<file path="config.mk">
export PLATFORM = sky130hd
export DESIGN_NAME = id_stage
export DESIGN_NICKNAME = d
export VERILOG_FILES = /design/src/rtl/id_stage.sv
export SDC_FILE = /design/constraint.sdc
export NUM_CORES = 1
export LEC_CHECK = 0
export CAP_MARGIN = 30
export CORE_MARGIN = 2
export CORE_UTILIZATION = 45
export DETAILED_ROUTE_END_ITERATION = 8
export PLACE_DENSITY = 0.65
export SYNTH_ARGS = -nofsm -noshare
export SYNTH_HDL_FRONTEND = slang
export SYNTH_SLANG_ARGS = --single-unit
export TNS_END_PERCENT = 5
</file>
<file path="constraint.sdc">
create_clock -name clk -period 6.1 [get_ports clk]
set_clock_uncertainty 0.05 [all_clocks]
set_input_delay 1.22 -clock clk [delete_from_list [all_inputs] [get_ports clk]]
set_output_delay 1.22 -clock clk [all_outputs]
set_load 0.02 [all_outputs]
</file>
<file path="src/rtl/id_stage.sv">
// -----------------------------------------------------------------------------
// id_stage -- RiSC-16 instruction decode / operand fetch stage
//
// Holds the 8x16 register file (r0 hard-wired to zero) and a busy scoreboard
// for r1..r7. The stage decodes one instruction per cycle into an ALU operand
// bundle with a one-cycle latency, and it stalls when a source register still
// waits on a writeback.
//
// Ports
//   clk, rst_n            rising-edge clock, asynchronous active-low reset
//   in_valid / in_ready   handshake with fetch
//   in_instr, in_pc       instruction word and its address
//   wb_en/addr/data       register-file writeback port (write-through bypass)
//   out_valid / out_ready handshake with the ALU stage
//   op1, op2, alu_op      ALU operands and operation (000 ADD, 001 NAND)
//   out_dest, out_wen     destination register and its write enable
//   out_mem_rd/mem_wr     LW / SW class flags
//   out_is_beq/is_jalr    BEQ / JALR class flags
//   out_aux               SW store data, BEQ offset, or JALR target
// -----------------------------------------------------------------------------
module id_stage (
    input  logic        clk,
    input  logic        rst_n,
    input  logic        in_valid,
    output logic        in_ready,
    input  logic [15:0] in_instr,
    input  logic [15:0] in_pc,
    input  logic        wb_en,
    input  logic [2:0]  wb_addr,
    input  logic [15:0] wb_data,
    output logic        out_valid,
    input  logic        out_ready,
    output logic [15:0] op1,
    output logic [15:0] op2,
    output logic [2:0]  alu_op,
    output logic [2:0]  out_dest,
    output logic        out_wen,
    output logic        out_mem_rd,
    output logic        out_mem_wr,
    output logic        out_is_beq,
    output logic        out_is_jalr,
    output logic [15:0] out_aux
);

    localparam logic [2:0] OP_ADD  = 3'b000;
    localparam logic [2:0] OP_ADDI = 3'b001;
    localparam logic [2:0] OP_NAND = 3'b010;
    localparam logic [2:0] OP_LUI  = 3'b011;
    localparam logic [2:0] OP_SW   = 3'b100;
    localparam logic [2:0] OP_LW   = 3'b101;
    localparam logic [2:0] OP_BEQ  = 3'b110;
    localparam logic [2:0] OP_JALR = 3'b111;

    localparam logic [2:0] ALU_ADD  = 3'b000;
    localparam logic [2:0] ALU_NAND = 3'b001;

    // Sign-extend a 7-bit immediate to 16 bits.
    function automatic logic [15:0] sext7(input logic [6:0] imm);
        logic signed [6:0]  s;
        logic signed [15:0] w;
        s = imm;
        w = 16'(s);
        return w;
    endfunction

    // Two's-complement negate, modulo 2^16.
    function automatic logic [15:0] neg16(input logic [15:0] v);
        return (~v) + 16'd1;
    endfunction

    // ------------------------------------------------------------------------
    // State
    // ------------------------------------------------------------------------
    logic [15:0] regs_q [0:7];
    logic [15:0] regs_d [0:7];
    logic [7:1]  busy_q, busy_d;

    logic        out_valid_q, out_valid_d;
    logic [15:0] op1_q, op1_d;
    logic [15:0] op2_q, op2_d;
    logic [2:0]  alu_op_q, alu_op_d;
    logic [2:0]  dest_q, dest_d;
    logic        wen_q, wen_d;
    logic        mem_rd_q, mem_rd_d;
    logic        mem_wr_q, mem_wr_d;
    logic        is_beq_q, is_beq_d;
    logic        is_jalr_q, is_jalr_d;
    logic [15:0] aux_q, aux_d;

    // ------------------------------------------------------------------------
    // Decode signals
    // ------------------------------------------------------------------------
    logic [2:0]  opcode, fa, fb, fc;
    logic [15:0] rf_a, rf_b, rf_c;
    logic        wb_wr;
    logic [7:0]  wb_clr_1h, set_1h, busy_eff8;
    logic        use_a, use_b, use_c;
    logic        hazard, transfer;
    logic        wen_class;
    logic [15:0] dec_op1, dec_op2, dec_aux;
    logic [2:0]  dec_alu;
    logic        dec_wen, dec_mem_rd, dec_mem_wr, dec_beq, dec_jalr;

    assign opcode = in_instr[15:13];
    assign fa     = in_instr[12:10];
    assign fb     = in_instr[9:7];
    assign fc     = in_instr[2:0];

    // Writes to r0 are dropped at the port so r0 is never written or cleared.
    assign wb_wr  = wb_en && (wb_addr != 3'd0);

    // Register reads with write-through bypass from the writeback port.
    always_comb begin
        rf_a = 16'h0000;
        rf_b = 16'h0000;
        rf_c = 16'h0000;
        if (fa != 3'd0) rf_a = (wb_wr && wb_addr == fa) ? wb_data : regs_q[fa];
        if (fb != 3'd0) rf_b = (wb_wr && wb_addr == fb) ? wb_data : regs_q[fb];
        if (fc != 3'd0) rf_c = (wb_wr && wb_addr == fc) ? wb_data : regs_q[fc];
    end

    always_comb begin
        dec_op1    = 16'h0000;
        dec_op2    = 16'h0000;
        dec_aux    = 16'h0000;
        dec_alu    = ALU_ADD;
        dec_mem_rd = 1'b0;
        dec_mem_wr = 1'b0;
        dec_beq    = 1'b0;
        dec_jalr   = 1'b0;
        wen_class  = 1'b0;
        use_a      = 1'b0;
        use_b      = 1'b0;
        use_c      = 1'b0;
        case (opcode)
            OP_ADD, OP_NAND: begin
                dec_op1   = rf_b;
                dec_op2   = rf_c;
                dec_alu   = (opcode == OP_NAND) ? ALU_NAND : ALU_ADD;
                wen_class = 1'b1;
                use_b     = 1'b1;
                use_c     = 1'b1;
            end
            OP_ADDI: begin
                dec_op1   = rf_b;
                dec_op2   = sext7(in_instr[6:0]);
                wen_class = 1'b1;
                use_b     = 1'b1;
            end
            OP_LUI: begin
                dec_op2   = {in_instr[9:0], 6'b000000};
                wen_class = 1'b1;
            end
            OP_SW: begin
                dec_op1    = rf_b;
                dec_op2    = sext7(in_instr[6:0]);
                dec_aux    = rf_a;
                dec_mem_wr = 1'b1;
                use_a      = 1'b1;
                use_b      = 1'b1;
            end
            OP_LW: begin
                dec_op1    = rf_b;
                dec_op2    = sext7(in_instr[6:0]);
                dec_mem_rd = 1'b1;
                wen_class  = 1'b1;
                use_b      = 1'b1;
            end
            OP_BEQ: begin
                // op1 + op2 == 0 exactly when R[rA] == R[rB].
                dec_op1 = rf_a;
                dec_op2 = neg16(rf_b);
                dec_aux = sext7(in_instr[6:0]);
                dec_beq = 1'b1;
                use_a   = 1'b1;
                use_b   = 1'b1;
            end
            default: begin // OP_JALR: ALU computes the link value pc+1
                dec_op1   = in_pc;
                dec_op2   = 16'h0001;
                dec_aux   = rf_b;
                dec_jalr  = 1'b1;
                wen_class = 1'b1;
                use_b     = 1'b1;
            end
        endcase
        dec_wen = wen_class && (fa != 3'd0);
    end

    // ------------------------------------------------------------------------
    // Scoreboard and handshake
    // ------------------------------------------------------------------------
    always_comb begin
        wb_clr_1h = 8'h00;
        if (wb_wr) wb_clr_1h[wb_addr] = 1'b1;
    end

    // A writeback landing this cycle already releases its register for the
    // hazard check, matching the bypassed read data.
    assign busy_eff8 = {busy_q & ~wb_clr_1h[7:1], 1'b0};

    assign hazard = (use_a && busy_eff8[fa]) ||
                    (use_b && busy_eff8[fb]) ||
                    (use_c && busy_eff8[fc]);

    assign in_ready = (!out_valid_q || out_ready) && !hazard;
    assign transfer = in_valid && in_ready;

    always_comb begin
        set_1h = 8'h00;
        if (transfer && dec_wen) set_1h[fa] = 1'b1;
    end

    // Set after clear: a same-cycle clear and set leaves the register busy.
    assign busy_d = (busy_q & ~wb_clr_1h[7:1]) | set_1h[7:1];

    always_comb begin
        for (int i = 0; i < 8; i++) regs_d[i] = regs_q[i];
        if (wb_wr) regs_d[wb_addr] = wb_data;
    end

    // ------------------------------------------------------------------------
    // Output bundle register
    // ------------------------------------------------------------------------
    always_comb begin
        out_valid_d = out_valid_q && !out_ready;
        op1_d       = op1_q;
        op2_d       = op2_q;
        alu_op_d    = alu_op_q;
        dest_d      = dest_q;
        wen_d       = wen_q;
        mem_rd_d    = mem_rd_q;
        mem_wr_d    = mem_wr_q;
        is_beq_d    = is_beq_q;
        is_jalr_d   = is_jalr_q;
        aux_d       = aux_q;
        if (transfer) begin
            out_valid_d = 1'b1;
            op1_d       = dec_op1;
            op2_d       = dec_op2;
            alu_op_d    = dec_alu;
            dest_d      = fa;
            wen_d       = dec_wen;
            mem_rd_d    = dec_mem_rd;
            mem_wr_d    = dec_mem_wr;
            is_beq_d    = dec_beq;
            is_jalr_d   = dec_jalr;
            aux_d       = dec_aux;
        end
    end

    always_ff @(posedge clk or negedge rst_n) begin
        if (!rst_n) begin
            for (int i = 0; i < 8; i++) regs_q[i] <= 16'h0000;
            busy_q      <= '0;
            out_valid_q <= 1'b0;
            op1_q       <= 16'h0000;
            op2_q       <= 16'h0000;
            alu_op_q    <= 3'b000;
            dest_q      <= 3'b000;
            wen_q       <= 1'b0;
            mem_rd_q    <= 1'b0;
            mem_wr_q    <= 1'b0;
            is_beq_q    <= 1'b0;
            is_jalr_q   <= 1'b0;
            aux_q       <= 16'h0000;
        end else begin
            for (int i = 0; i < 8; i++) regs_q[i] <= regs_d[i];
            busy_q      <= busy_d;
            out_valid_q <= out_valid_d;
            op1_q       <= op1_d;
            op2_q       <= op2_d;
            alu_op_q    <= alu_op_d;
            dest_q      <= dest_d;
            wen_q       <= wen_d;
            mem_rd_q    <= mem_rd_d;
            mem_wr_q    <= mem_wr_d;
            is_beq_q    <= is_beq_d;
            is_jalr_q   <= is_jalr_d;
            aux_q       <= aux_d;
        end
    end

    assign out_valid   = out_valid_q;
    assign op1         = op1_q;
    assign op2         = op2_q;
    assign alu_op      = alu_op_q;
    assign out_dest    = dest_q;
    assign out_wen     = wen_q;
    assign out_mem_rd  = mem_rd_q;
    assign out_mem_wr  = mem_wr_q;
    assign out_is_beq  = is_beq_q;
    assign out_is_jalr = is_jalr_q;
    assign out_aux     = aux_q;

endmodule

</file>
==> results of run 1 <==
[worst paths after layout]
path                              from     endpoint
setup / recovery            wb_addr[0]     in_ready
hold / removal             regs_q[122]  regs_q[122]
setup reg to reg            regs_q[97]      op2[14]
hold reg to reg            regs_q[122]  regs_q[122]
max in group asynchronous        rst_n  regs_q[116]
min in group asynchronous        rst_n  out_dest[0]
[synthesized netlist by cell type (5+ instances only)]
cell type	number	area (um^2)
nand2b_1	12	75.1
a21oi_1	49	245
o31ai_1	16	120
nor2b_1	9	56.3
o21ai_0	69	345
nor3_1	8	40.0
clkbuf_1	82	308
a21o_1	5	37.5
buf_2	25	125
nand2_1	192	721
o221ai_1	10	87.6
a211oi_1	14	105
xor2_1	12	105
o21ai_1	8	40.0
mux4_2	60	1350
and2_1	8	50.1
nand4_1	5	31.3
a221oi_1	18	158
mux2_2	93	1050
o211ai_1	9	67.6
mux4_1	9	236
buf_1	10	37.5
mux2i_1	44	440
nand3_1	19	95.1
inv_1	8	30.0
nor2_1	60	225
buf_4	7	52.6
dfrtp_1	193	4830
and3_1	6	37.5
a22oi_1	11	82.6
a31oi_1	10	62.6
a22o_1	6	52.6
buf_6	7	78.8
o22ai_1	24	150
a2bb2oi_1	8	70.1
[power groups by stage]
stage               combinational [mW]  clock [mW]  sequential (mW)
finish                            1.55        1.19             1.79
global route                      1.66        1.25             1.83
CTS                               1.54        1.20             1.78
detailed placement                1.54           0             1.81
global placement                  1.52           0             1.79
floorplan                        0.867           0             1.86
[state kept, by name, summed over array words and instances, names as in the netlist]
signal / flops
out_mem_rd: 1
out_is_jalr: 1
op1: 16
busy_q: 7
out_mem_wr: 1
out_valid: 1
out_is_beq: 1
op2: 16
alu_op: 1
out_wen: 1
out_dest: 3
out_aux: 16
regs_q: 128
[critical path: stages]
cell and delay (ns):
clkdlybuf4s50_1 0.86, nand4b_1 0.32, nand3_1 0.16, o21ai_0 0.09
a211oi_1 0.26, o32a_1 0.28, and3_1 0.21, clkdlybuf4s50_1 0.64
[layout make-up]
type / instances / share of cell area, %
clock inverters: 12 / 1.01
multi-input cells: 867 / 48.4
inverters: 9 / 0.237
flip-flops and latches: 193 / 33.9
well taps: 341 / 3.00
repair buffers: 155 / 10.2
clock buffers: 20 / 3.28
[metal layers]
| layer | global-route usage [%] | vias to the layer above |
|---|---|---|
| li1 | - | 4552 |
| met1 | 41.2 | 5159 |
| met3 | 6.16 | 101 |
| met2 | 44.4 | 644 |
| met5 | 0 | - |
| met4 | 12.6 | 0 |
[cells by family after synthesis]
| logic type | Yosys count | share of synthesized area (%) |
|---|---|---|
| simple gates | 354 | 13.4 |
| compound gates | 289 | 15.8 |
| mux | 206 | 24.9 |
| flops | 193 | 39.2 |
| buf+inv | 143 | 5.54 |
| xor+xnor | 15 | 1.07 |
| fa+ha+maj | 1 | 0.101 |
| other cells | 1 | 0.0304 |
[stage by stage]
stage / hold WS [ns] / cells / util [%] / cell area [um^2]
after floorplan: 0.388 / 1203 / - / 12300
after global placement: 0.332 / 1563 / 50.5 / 13600
after detailed placement: 0.331 / 1565 / 50.6 / 13600
after CTS: 0.349 / 1597 / 52.8 / 14200
after global routing: 0.364 / 1597 / 52.8 / 14200
final: 0.350 / 1597 / 52.8 / 14200
==> flow_summary.toml, run 1 <==
[status]
outcome = "completed"

[drt]
wl_met3_um = 3970
viasPerCell = 6.55
post_drt_wl_per_cell_um = 26.1
highest_layer = "met4"
ant_nets = 0
drt_iter0_markers = 1210
drt_first_pass_iters = 5
drc = 0
wl_met1_um = 17400
dr_total_vias = 10456
wirelength_um = 41700
dr_wl_met2_um = 18600

[logic_synthesis]
netlist_area_um2 = 12300
ys_warn_count = 0
synth.avg_cell_area_um2 = 10.3
ys_types = 78
synth-main-ff-cell = "dfrtp_1"
syn-instance-count = 1202
ys_seq_area_share_pct = 39.2
async_flop_share_pct = 100
synth_seq_cells = 193
synth_edf_count = 0

[finish]
nets = 1300
seq_area_um2 = 4830
syn2layout_area_growth_pct = 15.5
drive_gt1_share_pct = 20.9
multi_input_area_um2 = 6890
diodes = 0
final_cell_mix = "dfrtp_1 (193), nand2_1 (191), clkdlybuf4s50_1 (108)"
final_common_cell = "dfrtp_1"
fillers = 2377

[pwr]
peakVddDrop_mv = 0.194
total_power_mw = 4.54
power_frac_comb_pct = 34.2
p_sw_mw = 1.60
p_per_area_nw_per_um2 = 319
internal_power_mw = 2.94
swShare_pct = 35.3
leakage_nw = 5.91
power.clock.fraction_pct = 26.3
p_seq_share_pct = 39.5

[global_routing]
overflow = 0
antenna_found_initial = 0
grt_pass1_wl_um = 63100
grtUsageTotal_pct = 29.4
grt_pass1_vias = 9965
grt_max_degree = 113

[place]
gp_congestion = 0.947
post-place-ws_ns = 0.778
port_buffers = 114
hpwl_um = 28700

[timing]
rsz0062_at_grt = "no"
worst_pin_slew_ns = 0.965
fin_ws_ns = 0.777
max_slew_margin_pct = 35.4
final.setup.tns_ns = 0
min_period_ns = 5.32
period_share_pct = 87.3
finalHoldViolations = 0
final_max_slew_viol_count = 0
setup_viol = 0
fmax_mhz = 188

[clock_tree]
clkTransAtPathRegs_ns = 0.07
insertion_delay_ns = 0.45
cts_htree_levels = 4
ctsHoldBuffers = 0
cts.path.max_buffers = 2
ctsResizeCount = 0
cts_tree = "yes"
post_cts_buffers = 0
clock_sinks = 193
cts_made_buffers = 17
root_buffer = "clkbuf_16"

[floorplan]
core_um2 = 27000
start_util_pct = 45.8
ios = 117
rows = 60
fp.dieH_um = 170
dieWidth_um = 170
die_area_um2 = 28800

[critical_path]
cp.required_ns = 4.83
end_kind = "output port"
crit_fanout = 13
critical_path_arrival_ns = 4.05
critical_path_class = "in2out"
regToRegSetupSlack_ns = 3.00
r2r_cells = 11
start_kind = "primary input"

[min_path]
min_path_cells = 0
hp-class = "reg2reg"

[run]
drv_cap = 0
No activity file was read; power rests on OpenSTA's default activity.
==> run 2, diff against run 1 <==
--- a/config.mk
+++ b/config.mk
@@ -5,7 +5,7 @@
 export SDC_FILE = /design/constraint.sdc
 export NUM_CORES = 1
 export LEC_CHECK = 0
-export CAP_MARGIN = 30
+export CAP_MARGIN = 20
 export CORE_MARGIN = 2
 export CORE_UTILIZATION = 45
 export DETAILED_ROUTE_END_ITERATION = 8
==> flow_summary.toml, run 2 (synthesis gave the netlist of run 1 again) <==
[status]
outcome = "completed"

[drt]
drc = 0
wirelength_um = 41600
viasPerCell = 6.48
drt_first_pass_iters = 5
dr_total_vias = 10345
ant_nets = 0
drt_iter0_markers = 1392
post_drt_wl_per_cell_um = 26.1

[pwr]
p_per_area_nw_per_um2 = 319
total_power_mw = 4.54
power_frac_comb_pct = 34.3
p_seq_share_pct = 39.5
leakage_nw = 5.90
p_sw_mw = 1.60
swShare_pct = 35.3
peakVddDrop_mv = 0.180
internal_power_mw = 2.94
power.clock.fraction_pct = 26.2

[critical_path]
r2r_cells = 11
max_stage_delay_ns = 0.73
regToRegSetupSlack_ns = 3.00
crit_fanout = 13
path_cells = "clkdlybuf4s50_1, nand4b_1, nand3_1, o21ai_0, a211oi_1, o32a_1, and3_1, clkdlybuf4s50_1"
critical_path_class = "in2out"
cp-startpoint = "wb_addr[1]"
worstReg2RegEnd = "op2[14]"
critical_path.endpoint = "in_ready"
start_kind = "primary input"
cp.required_ns = 4.83
r2r-start = "regs_q[97]"
end_kind = "output port"
crit_path_frequent_cell = "clkdlybuf4s50_1"
crit_slowest_cell = "clkdlybuf4s50_1"
critical_path_arrival_ns = 4.06

[timing]
period_share_pct = 87.4
rsz0062_at_grt = "no"
max_slew_margin_pct = 25.8
setup_viol = 0
finalHoldViolations = 0
worst_pin_slew_ns = 1.10
final_max_slew_viol_count = 0
final.setup.tns_ns = 0
min_period_ns = 5.33
fmax_mhz = 187

[clock_tree]
cts.path.max_buffers = 2
cts_htree_levels = 4
root_buffer = "clkbuf_16"
ctsHoldBuffers = 0
insertion_delay_ns = 0.44
clkTransAtPathRegs_ns = 0.07
cts_made_buffers = 17
clock_sinks = 193
cts_tree = "yes"
ctsResizeCount = 0
post_cts_buffers = 0

[finish]
nets = 1299
drive_gt1_share_pct = 20.8
largest_register_ffs = 128
utilization_pct = 52.8
final_cell_mix = "dfrtp_1 (193), nand2_1 (191), clkdlybuf4s50_1 (108)"
final_cell_area_um2 = 14200
fillers = 2345
top_register = "regs_q"
syn2layout_area_growth_pct = 15.4
final_common_cell = "dfrtp_1"
diodes = 0

[place]
gp_congestion = 0.947
port_buffers = 114
place_area_um2 = 13600
hpwl_um = 28700

[global_routing]
grtUsageTotal_pct = 29.4
grt_max_degree = 113
grt_pass1_vias = 9991
busiest_layer = "met2"
overflow = 0
antenna_found_initial = 0
use_met3_pct = 8.09
use_met2_pct = 44.7
met1_usage_pct = 40.3
grt_pass1_wl_um = 62900

[min_path]
min_path_cells = 0
hp-class = "reg2reg"

[floorplan]
start_util_pct = 45.8
core_um2 = 27000
fp.dieH_um = 170
dieWidth_um = 170
rows = 60
die_area_um2 = 28800
ios = 117

[run]
drv_cap = 0
==> run 2: changes by cell type in the layout (fill, tap and decap cells not counted), sizes merged <==
| cell | change |
|---|---|
| clkinv | +1 |
| buf | -1 |
| clkinvlp | -1 |
==> run 2: worst max-delay path: cells and delay by family <==
| family | cells | cell delay [ns] |
|---|---|---|
| AOI/OAI and AO/OA | 3 | 0.65 |
| and+or+nand+nor | 3 | 0.81 |
| buffers and inverters | 2 | 1.37 |
==> run 2: cell type report <==
class,count,area (um^2),area share [%]
inverter,9,33.8,0.237
sequential,193,4830,33.9
timing repair buffer,154,1430,10.1
multi-input combinational,867,6890,48.5
clock inverter,12,145,1.02
tap,341,427,3.00
clock buffer,20,467,3.28
==> run 2: metal layers <==
layer	part of all wire [%]	wire length, um
met4	3.6	1510
met5	0	0
met3	9.7	4040
met1	41	17200
met2	45	18900
==> run 2: metrics by stage <==
stage	setup WS [ns]	cells	hold slack, ns
2_1_floorplan	2.06	1203	0.388
3_3_place_gp	0.779	1563	0.332
3_5_place_dp	0.778	1563	0.331
4_1_cts	0.773	1595	0.349
5_1_grt	0.575	1596	0.365
6_report	0.766	1596	0.356
==> run 2: power by group through the flow <==
stage	Sequential (mW)	Clock, mW	Combinational (mW)
6_report	1.79	1.19	1.55
3_3_place_gp	1.79	0	1.52
3_5_place_dp	1.81	0	1.54
4_1_cts	1.78	1.20	1.54
2_1_floorplan	1.86	0	0.867
5_1_grt	1.83	1.26	1.66
==> run 2: worst min path at each step <==
stage | end | from
2_1_floorplan | regs_q[122] | regs_q[122]
3_3_place_gp | regs_q[121] | regs_q[121]
3_5_place_dp | regs_q[122] | regs_q[122]
4_1_cts | regs_q[122] | regs_q[122]
5_1_grt | regs_q[122] | regs_q[122]
6_report | regs_q[122] | regs_q[122]
==> run 3, diff against run 2 <==
--- a/config.mk
+++ b/config.mk
@@ -9,6 +9,7 @@
 export CORE_MARGIN = 2
 export CORE_UTILIZATION = 45
 export DETAILED_ROUTE_END_ITERATION = 8
+export MAX_ROUTING_LAYER = met4
 export PLACE_DENSITY = 0.65
 export SYNTH_ARGS = -nofsm -noshare
 export SYNTH_HDL_FRONTEND = slang
==> flow_summary.toml, run 3 (synthesis gave the netlist of run 1 again) <==
[finish]
top_register = "regs_q"
drive_gt1_share_pct = 20.7
final_cell_mix = "dfrtp_1 (193), nand2_1 (191), clkdlybuf4s50_1 (108)"
largest_register_ffs = 128
final_common_cell = "dfrtp_1"
diodes = 0
finalNonFillerCells = 1596
fillers = 2421
multi_input_area_um2 = 6890
nets = 1299
syn2layout_area_growth_pct = 14.8
utilization_pct = 52.5
seq_area_um2 = 4830

[floorplan]
start_util_pct = 45.8
core_um2 = 27000
rows = 60
fp.dieH_um = 170
die_area_um2 = 28800
dieWidth_um = 170
ios = 117

[drt]
post_drt_wl_per_cell_um = 26.1
wirelength_um = 41700
viasPerCell = 6.46
dr_total_vias = 10310
drc = 0
drt_first_pass_iters = 5
drt_iter0_markers = 1399
ant_nets = 0

[clock_tree]
cts.path.max_buffers = 2
clkTransAtPathRegs_ns = 0.07
insertion_delay_ns = 0.45
cts_made_buffers = 17
ctsHoldBuffers = 0
ctsResizeCount = 0
cts_htree_levels = 4
clock_sinks = 193
cts_tree = "yes"
root_buffer = "clkbuf_16"
post_cts_buffers = 0

[pwr]
p_sw_mw = 1.60
power_frac_comb_pct = 34.9
p_per_area_nw_per_um2 = 313
p_seq_share_pct = 40.4
power.clock.fraction_pct = 24.7
swShare_pct = 36.0
leakage_nw = 5.87
peakVddDrop_mv = 0.133
internal_power_mw = 2.84

[critical_path]
r2r_cells = 11
r2r-start = "regs_q[33]"
critical_path_class = "in2out"
critical_path_arrival_ns = 4.08
start_kind = "primary input"
cp.required_ns = 4.83
regToRegSetupSlack_ns = 3.10
worstReg2RegEnd = "op2[10]"
crit_fanout = 13
end_kind = "output port"

[min_path]
hp-class = "reg2reg"
min_to = "regs_q[121]"
min_path_cells = 0
min-delay-start = "regs_q[121]"

[timing]
rsz0062_at_grt = "no"
final_max_slew_viol_count = 0
min_period_ns = 5.35
worst_pin_slew_ns = 0.938
final.setup.tns_ns = 0
period_share_pct = 87.7
whs_ns = 0.360
fmax_mhz = 187
max_slew_margin_pct = 37.2
fin_ws_ns = 0.748
setup_viol = 0
finalHoldViolations = 0

[global_routing]
antenna_found_initial = 0
grt_max_degree = 112
overflow = 0
grt_pass1_wl_um = 63400
grt_pass1_vias = 10010
grtUsageTotal_pct = 30.4

[place]
hpwl_um = 28500
post-place-ws_ns = 0.774
placed_cells = 1564
port_buffers = 114
gp_congestion = 0.952

[run]
drv_cap = 0

[status]
outcome = "completed"
-- run 3: cell count changes in the layout (fill, tap and decap cells not counted), sizes merged --
cell	previous run	this run
bufinv	2	0
clkinv	5	4
inv	13	15
clkinvlp	1	2
-- run 3: power by group through the flow --
stage               Combinational (mW)  Sequential [mW]  Clock, mW
floorplan                        0.867             1.86          0
global placement                  1.52             1.79          0
detailed placement                1.54             1.80          0
CTS                               1.54             1.78       1.11
global route                      1.66             1.82       1.16
finish                            1.55             1.79       1.10
-- run 3: how the worst max path moves through the flow --
stage / start / endpoint / cells after the start
2_1_floorplan: wb_en / in_ready / 8
3_3_place_gp: wb_addr[0] / in_ready / 8
3_5_place_dp: wb_addr[0] / in_ready / 8
4_1_cts: wb_addr[0] / in_ready / 8
5_1_grt: wb_addr[0] / in_ready / 8
6_report: wb_addr[1] / in_ready / 8
-- run 3: layout make-up --
cell class / instances / area share, %
Clock buffer: 20 / 3.23
Clock inverter: 12 / 0.663
Inverter: 9 / 0.239
Multi-Input combinational cell: 867 / 48.7
Sequential cell: 193 / 34.1
Tap cell: 341 / 3.01
Timing Repair Buffer: 154 / 10.1
-- run 3: layer usage --
metal  GRT usage [%]  share of wire (%)
met1            40.4                 43
met2            46.4                 45
met3            6.37                8.3
met4            10.8                3.6
met5               -                  0
-- run 3: critical path, stage by stage --
cell and delay [ns]:
clkdlybuf4s50_1 0.75, nand4b_1 0.47, nand3_1 0.17, o21ai_0 0.09, a211oi_1 0.28, o32a_1 0.27
and3_1 0.19, clkdlybuf4s50_1 0.64
-- run 3: per-stage QoR --
step | area, um^2 | power, mW
final | 14200 | 4.44
after CTS | 14200 | 4.43
after floorplan | 12300 | 2.73
after global routing | 14200 | 4.65
after global placement | 13600 | 3.31
after detailed placement | 13600 | 3.34
